==> src/rtl/uart_rx_frame.sv <==
// uart_rx_frame: UART receive frame engine.
// Synchronizes rx, detects the start-bit falling edge, samples every bit at
// mid-bit with an internal baud counter and deserializes 8N1 frames LSB first.
// Optional even-parity (8E1) support is compiled in when the macro
// UART_RX_PARITY_EN is defined; otherwise parity_err is tied low.
module uart_rx_frame #(
    parameter int CLK_FREQUENCE = 50_000_000,
    parameter int BAUD_RATE     = 9600
) (
    input  logic       clk,
    input  logic       rst_n,
    input  logic       rx,
    output logic [7:0] rx_data,
    output logic       rx_valid,
    output logic       frame_err,
    output logic       parity_err,
    output logic       rx_busy
);

    localparam int BPS_CNT  = CLK_FREQUENCE / BAUD_RATE - 1;
    localparam int HALF_CNT = BPS_CNT / 2;
    localparam int BPS_WD   = $clog2(BPS_CNT + 1);

    localparam logic [BPS_WD-1:0] BPS_LAST  = BPS_WD'(BPS_CNT);
    localparam logic [BPS_WD-1:0] HALF_LAST = BPS_WD'(HALF_CNT);

`ifdef UART_RX_PARITY_EN
    typedef enum logic [2:0] {IDLE, START, DATA, PARITY, STOP} state_t;
`else
    typedef enum logic [2:0] {IDLE, START, DATA, STOP} state_t;
`endif

    state_t            state_reg, state_next;
    logic [BPS_WD-1:0] count_reg, count_next;
    logic [2:0]        bit_idx_reg, bit_idx_next;
    logic [7:0]        shift_reg, shift_next;
    logic [7:0]        rx_data_reg, rx_data_next;
    logic              rx_valid_reg, rx_valid_next;
    logic              frame_err_reg, frame_err_next;

    logic              rx_meta_reg, rx_s_reg, rx_d_reg;

`ifdef UART_RX_PARITY_EN
    logic              parity_bit_reg, parity_bit_next;
    logic              parity_err_reg, parity_err_next;
`endif

    // Two-flop synchronizer for the async line plus a delay flop for edge detection.
    always_ff @(posedge clk) begin
        if (!rst_n) begin
            rx_meta_reg <= 1'b1;
            rx_s_reg    <= 1'b1;
            rx_d_reg    <= 1'b1;
        end else begin
            rx_meta_reg <= rx;
            rx_s_reg    <= rx_meta_reg;
            rx_d_reg    <= rx_s_reg;
        end
    end

    // FSM state, baud counter, shift register and registered output strobes.
    always_ff @(posedge clk) begin
        if (!rst_n) begin
            state_reg      <= IDLE;
            count_reg      <= '0;
            bit_idx_reg    <= '0;
            shift_reg      <= '0;
            rx_data_reg    <= '0;
            rx_valid_reg   <= 1'b0;
            frame_err_reg  <= 1'b0;
`ifdef UART_RX_PARITY_EN
            parity_bit_reg <= 1'b0;
            parity_err_reg <= 1'b0;
`endif
        end else begin
            state_reg      <= state_next;
            count_reg      <= count_next;
            bit_idx_reg    <= bit_idx_next;
            shift_reg      <= shift_next;
            rx_data_reg    <= rx_data_next;
            rx_valid_reg   <= rx_valid_next;
            frame_err_reg  <= frame_err_next;
`ifdef UART_RX_PARITY_EN
            parity_bit_reg <= parity_bit_next;
            parity_err_reg <= parity_err_next;
`endif
        end
    end

    // Next-state logic: half-bit wait in START, then one full bit period per sample.
    always_comb begin
        state_next      = state_reg;
        count_next      = count_reg;
        bit_idx_next    = bit_idx_reg;
        shift_next      = shift_reg;
        rx_data_next    = rx_data_reg;
        rx_valid_next   = 1'b0;
        frame_err_next  = 1'b0;
`ifdef UART_RX_PARITY_EN
        parity_bit_next = parity_bit_reg;
        parity_err_next = 1'b0;
`endif
        case (state_reg)
            IDLE: begin
                count_next = '0;
                if (rx_d_reg && !rx_s_reg) begin
                    state_next = START;
                end
            end
            START: begin
                if (count_reg == HALF_LAST) begin
                    count_next = '0;
                    if (!rx_s_reg) begin
                        state_next   = DATA;
                        bit_idx_next = '0;
                    end else begin
                        // Line went back high before mid-start: treat as a glitch.
                        state_next = IDLE;
                    end
                end else begin
                    count_next = count_reg + BPS_WD'(1);
                end
            end
            DATA: begin
                if (count_reg == BPS_LAST) begin
                    count_next              = '0;
                    shift_next[bit_idx_reg] = rx_s_reg;
                    bit_idx_next            = bit_idx_reg + 3'd1;
                    if (bit_idx_reg == 3'd7) begin
`ifdef UART_RX_PARITY_EN
                        state_next = PARITY;
`else
                        state_next = STOP;
`endif
                    end
                end else begin
                    count_next = count_reg + BPS_WD'(1);
                end
            end
`ifdef UART_RX_PARITY_EN
            PARITY: begin
                if (count_reg == BPS_LAST) begin
                    count_next      = '0;
                    parity_bit_next = rx_s_reg;
                    state_next      = STOP;
                end else begin
                    count_next = count_reg + BPS_WD'(1);
                end
            end
`endif
            STOP: begin
                if (count_reg == BPS_LAST) begin
                    // Leave at mid-stop so a start bit half a bit later is still caught.
                    count_next = '0;
                    state_next = IDLE;
                    if (rx_s_reg) begin
                        rx_data_next  = shift_reg;
                        rx_valid_next = 1'b1;
                    end else begin
                        frame_err_next = 1'b1;
                    end
`ifdef UART_RX_PARITY_EN
                    parity_err_next = (parity_bit_reg != ^shift_reg);
`endif
                end else begin
                    count_next = count_reg + BPS_WD'(1);
                end
            end
            default: begin
                state_next = IDLE;
                count_next = '0;
            end
        endcase
    end

    assign rx_data   = rx_data_reg;
    assign rx_valid  = rx_valid_reg;
    assign frame_err = frame_err_reg;
    assign rx_busy   = (state_reg != IDLE);
`ifdef UART_RX_PARITY_EN
    assign parity_err = parity_err_reg;
`else
    assign parity_err = 1'b0;
`endif

endmodule

==> config.mk <==
export PLATFORM = sky130hd
export DESIGN_NAME = uart_rx_frame
export DESIGN_NICKNAME = d
export VERILOG_FILES = /design/src/rtl/uart_rx_frame.sv
export SDC_FILE = /design/constraint.sdc
export NUM_CORES = 1
export LEC_CHECK = 0
export BUFFER_PORTS_ARGS = -buffer_cell sky130_fd_sc_hd__buf_2
export CAP_MARGIN = 30
export CORE_MARGIN = 2
export CORE_UTILIZATION = 58
export CTS_CLUSTER_DIAMETER = 60
export DETAILED_ROUTE_END_ITERATION = 6
export PLACE_DENSITY_LB_ADDON = 0.1
export SETUP_SLACK_MARGIN = 0.5
export SLEW_MARGIN = 25
export SYNTH_ARGS = -nofsm -noshare
export SYNTH_HDL_FRONTEND = slang
export SYNTH_SLANG_ARGS = --single-unit
==> constraint.sdc <==
create_clock -name clk -period 1.8 [get_ports clk]
set_input_delay 0.54 -clock clk [delete_from_list [all_inputs] [get_ports clk]]
set_output_delay 0.54 -clock clk [all_outputs]
set_load 0.01 [all_outputs]
* Word level (Yosys, flattened, before mapping)
Index checks and enable logic that the tools add are counted.
** Word-level totals
- Logic and storage cells :: 57
- Output and inout port bits :: 12
- Input port bits :: 3
- Flip-flop bits (word level) :: 40
** Operators by class
- $lt $le $gt $ge :: 2
- Add/subtract/negate cells :: 2
- Muxes and demuxes :: 19
- Reduce and logical (&&, ||, !) cells :: 12
- Equal/unequal tests :: 12
** Operators by type and width (count)
- 13-bit two-way mux :: 2
- 13-bit case mux with 2 select lines :: 1
- 3-bit two-way mux :: 8
- 13-bit by 1-bit adder with 13-bit output, second input constant :: 1
- 13-bit by 12-bit equality test with 1-bit output, second input constant :: 1
- 13-bit equality test, second input constant :: 1
- 2-bit != test, second input constant :: 6
- 3-bit case mux with 4 select lines :: 1
- 8-bit bitwise mux :: 1
- 3-bit by 2-bit equality test with 1-bit output, second input constant :: 2
- 3-bit case mux with 2 select lines :: 1
- 3-bit AND reduction :: 2
- 5-bit AND reduction :: 1
- 3-bit by 4-bit less-than comparator with 1-bit output, second input constant :: 1
- 4-bit AND reduction :: 1
- 3-bit by 1-bit adder with 3-bit output, second input constant :: 1
- 1-bit demux with 3-bit select :: 1
- 3-bit by 1-bit equality test with 1-bit output, second input constant :: 1
- 3-bit equality test, second input constant :: 1
- 3-bit by 1-bit >= comparator with 1-bit output, second input constant :: 1
- 3-bit zero test :: 1
- 1-bit two-way mux :: 3
- 3-bit nonzero test :: 1
- 1-bit logical AND :: 2
- other kinds (5) :: 5

* Longest topological paths before layout
- Depth after elaboration :: 5
- Depth in mapped cells :: 7
- Gate-level depth less buffers :: 5

* Least setup slack after synthesis
OpenSTA, ideal clock, no wires.
- Path type :: flip-flop to flip-flop
- From :: register count_reg[0]
- To :: register state_reg[0]
- Path slack :: 0.185 ns
- Buffers on the path :: 1
- Required time :: 1.680 ns
- Arrival time :: 1.495 ns
- Cell stages (with the launch flop) :: 7
- Clock period less this slack :: 1.615 ns
- Cells stage by stage :: dfxtp_1 -> ha_1 -> nor3b_4 -> nand4_2 -> a22oi_2 -> buf_4 -> o21bai_2
** On the way
- Word-level cells in the longest chain between the ends :: 3
** Ends and longest elaborated chain
- from (decl) :: RTL line 34 : logic [BPS_WD-1:0] count_reg, count_next;
- from (signal assigned) :: RTL line 77 : count_reg <= count_next;
- 13-bit equality test or 13-bit by 12-bit equality test with 1-bit output (tied branches) :: RTL line 125, 152, 111
- 2-bit != test (no source line)
- 5-bit AND reduction (no source line) (*)
- to (signal assigned) :: RTL line 76 : state_reg <= state_next;
- to (decl) :: RTL line 33 : state_t state_reg, state_next;
Every way passes the cells marked *; elsewhere a longest branch is shown, timed or not.
A chain may end at the register's enable or synchronous reset.

* Final worst setup path
Ends and elaborated chain as after synthesis.

==> summary.md <==
| Metric | Value |
|---|---|
| Site Rows | 20 |
| Power density over cell area | about 600 nW/um2 |
| Hold Path Class | input port to flip-flop |
| YS warnings | 0 |
| Fill count | 197 |
| Setup CP Type | flip-flop to flip-flop |
| Synth Instances | around 200 |
| Worst hold start | rx |
| Placed instance area | between 1500 and 2000 um2 |
| Min cycle time layout | 1.63 ns |
| Number of flip-flops in the largest register | 13 |
| Core Footprint | 3000 um2 |
| Final Net Count | around 230 |
| CP Launch Type | flip-flop |
| First-pass DRT Iterations | 4 |
| Die Ht | 59.8 um |
| RSZ-0062 raised after global routing | true |
| Drt total wl | slightly above 4 mm |
| Fmax | 612 MHz |
| DR iter-0 viols | 79 |
| Critical path endpoint category | flip-flop |
| Later-pin clock latency in the skew report | 0.35 ns |
| Register area share after synthesis | 43.2% |
| Outcome | finished, final reports clean |
| Synth top area share | 43.2% |
| Vias post-DR | ~1600 |
| Finish-stage setup viols | 0 |
| Drt drc | 0 |
| Vias in the first global route | around 1600 |
| Die Area | 3580 um2 |
| Required @ worst endpoint | 2.03 ns |
| Layout cells sized above 1 | 40.6% |
| Seq cells post-synth | 39 |
| Area leader, netlist | dfxtp_1 |
| Number of antenna violations at the first check in global routing | 0 |
| Count of cell types in the netlist | 44 |
| Syn Area/Cell | 9.12 um2 |
| Leakage | 0.879 nW |
| Post-synth ARST share | 0% |
| Post-synth top cells | dfxtp_1, nand3_1, nor3_1 |
| Register Area | 801 um2 |
| CTS tree | yes |
| Number of H-tree levels | 2 |
| Grt total ovfl | 0 |
| WP data arrival | 1.87 ns |
| Setup TNS | 0 ns |
| Area delta synth->final | 31.6% |
| Placed Cells | 239 |
| GRT Util Overall | approximately 25% |
| IO Pins | 15 |
| Maximum vdd drop | 489 uV |
| CTS clock-pin slew for the worst setup and hold paths | 0.10 ns |
| Largest net degree at the start of global routing | 21 |
| First-pass GRT wire length | 6.62 mm |
| Fin crit share | 90.8% |
| Port Buffer Count | 13 |
| Root Buffer | clkbuf_4 |
| Dominant synthesized flop cell | dfxtp_1 |
| Worst r2r src | count_reg[0] |
| Final cell count without fillers | 262 |
| Cts bufs inserted | 5 |
| Via density | about 6.0 |
| DP HPWL | 2.55 mm |
| Critical path fanouts, max | 7 |
| # diodes | 0 |
| Post-synth EDFFs | 0 |
| Largest cells by area after synthesis | dfxtp_1, nand3_1, nor3_1 |
| Final instance area | about 2400 um2 |
| Multi-input gate area | 1130 um2 |
| Gp weighted congestion | 0.864 |
| Syn Std Cell Area | 1810 um2 |
| Most frequent cell after synthesis | dfxtp_1 |
| Initial core utilization | 60.1% |
| Fin. max-slew vios | 0 |
| MaxCap Viol Count | 0 |
| Die X | 59.8 um |
| Worst Setup SP | count_reg[0] |
| Routed len/inst | 15.6 um |
| Clock Skew | 0.0127 ns |
| CTS max path bufs | 2 |
| Fin. Hold Viols | 0 |
| Net count after synthesis | 204 |
| Routed Antenna Nets | 0 |
| Clock Sinks | 39 |
-- path summary, 6_finish.rpt --
check	slack, ns	cells past startpoint	end
setup / recovery	0.17	6	state_reg[0]
hold / removal	0.38	2	rx_meta_reg
setup reg to reg	0.17	6	state_reg[0]
hold reg to reg	0.42	1	rx_s_reg
-- worst max-delay path: stages, from the launching register on --
cell      delay (ns)
dfxtp_2         0.37
ha_4            0.14
nor3b_4         0.29
nand4_4         0.22
a22oi_2         0.26
buf_6           0.18
o21bai_2        0.07
-- power by group --
part | internal [W] | switching, W | total (W)
registers | 0.000866 | 0.00000414 | 0.000870
logic | 0.0000344 | 0.0000559 | 0.0000903
clock network | 0.000230 | 0.000272 | 0.000502
total | 0.00113 | 0.000332 | 0.00146
-- layer usage --
layer / part of all wire [%] / track usage [%] / wire, um
met1: 42 / 26.0 / 1710
met2: 52 / 45.3 / 2120
met3: 3.2 / 6.06 / 129
met4: 3.3 / 11.4 / 135
met5: 0 / 0 / 0
-- stage by stage --
step	setup slack, ns	hold slack (ns)	power, W	util [%]
after floorplan	0.288	0.386	0.000936	-
after global placement	0.236	0.389	0.000950	65.5
after detailed placement	0.177	0.402	0.000953	65.5
after CTS	0.206	0.369	0.00146	76.9
after global routing	0.117	0.373	0.00151	79.1
final	0.165	0.377	0.00146	79.1
-- cell families (layout without fill, tap and decap cells) --
logic type               Yosys count  after routing  share of synthesized area (%)
AO/OA/AOI/OAI                     31             31                           11.4
XOR/XNOR                          11             11                           5.34
adder cells (fa/ha/maj)            3              3                           2.08
buffers and inverters             18             49                           5.34
flip-flops                        39             39                           43.2
multiplexers                       8              8                           4.44
other                              1              1                          0.208
AND/OR/NAND/NOR                   87             87                           28.0
-- layout make-up --
cell class,instances,share of cell area (%)
Multi-Input combinational cell,141,47.4
Clock buffer,8,2.90
Tap cell,33,1.74
Inverter,5,0.790
Sequential cell,39,33.7
Timing Repair Buffer,36,13.5
-- cell usage in the layout, fill, tap and decap left out, types with 3 or more instances in the layout --
cell type | synthesis | routed
clkbuf_4 | 0 | 5
dfxtp_2 | 0 | 10
nor2b_1 | 3 | 3
nor2_1 | 6 | 6
buf_4 | 3 | 17
xnor2_1 | 9 | 9
a21oi_1 | 10 | 9
nor3_2 | 0 | 10
buf_2 | 2 | 4
nand3_2 | 0 | 11
nor3_1 | 17 | 7
inv_1 | 4 | 4
nand2b_1 | 3 | 3
nand3b_1 | 3 | 3
mux2i_1 | 8 | 8
nand2_1 | 15 | 15
buf_6 | 2 | 14
nand3_1 | 21 | 10
o21ai_1 | 6 | 8
dfxtp_1 | 39 | 27
-- repair_timing --
item	4_1_cts	5_1_grt
pin swaps	11	6
hold buffers	0	0
endpoints found under the hold margin	0	0
cloned	1	0
setup endpoints to repair	46	47
buffers inserted	13	1
resized for setup	42	10
(Power assumes the default switching activity.)
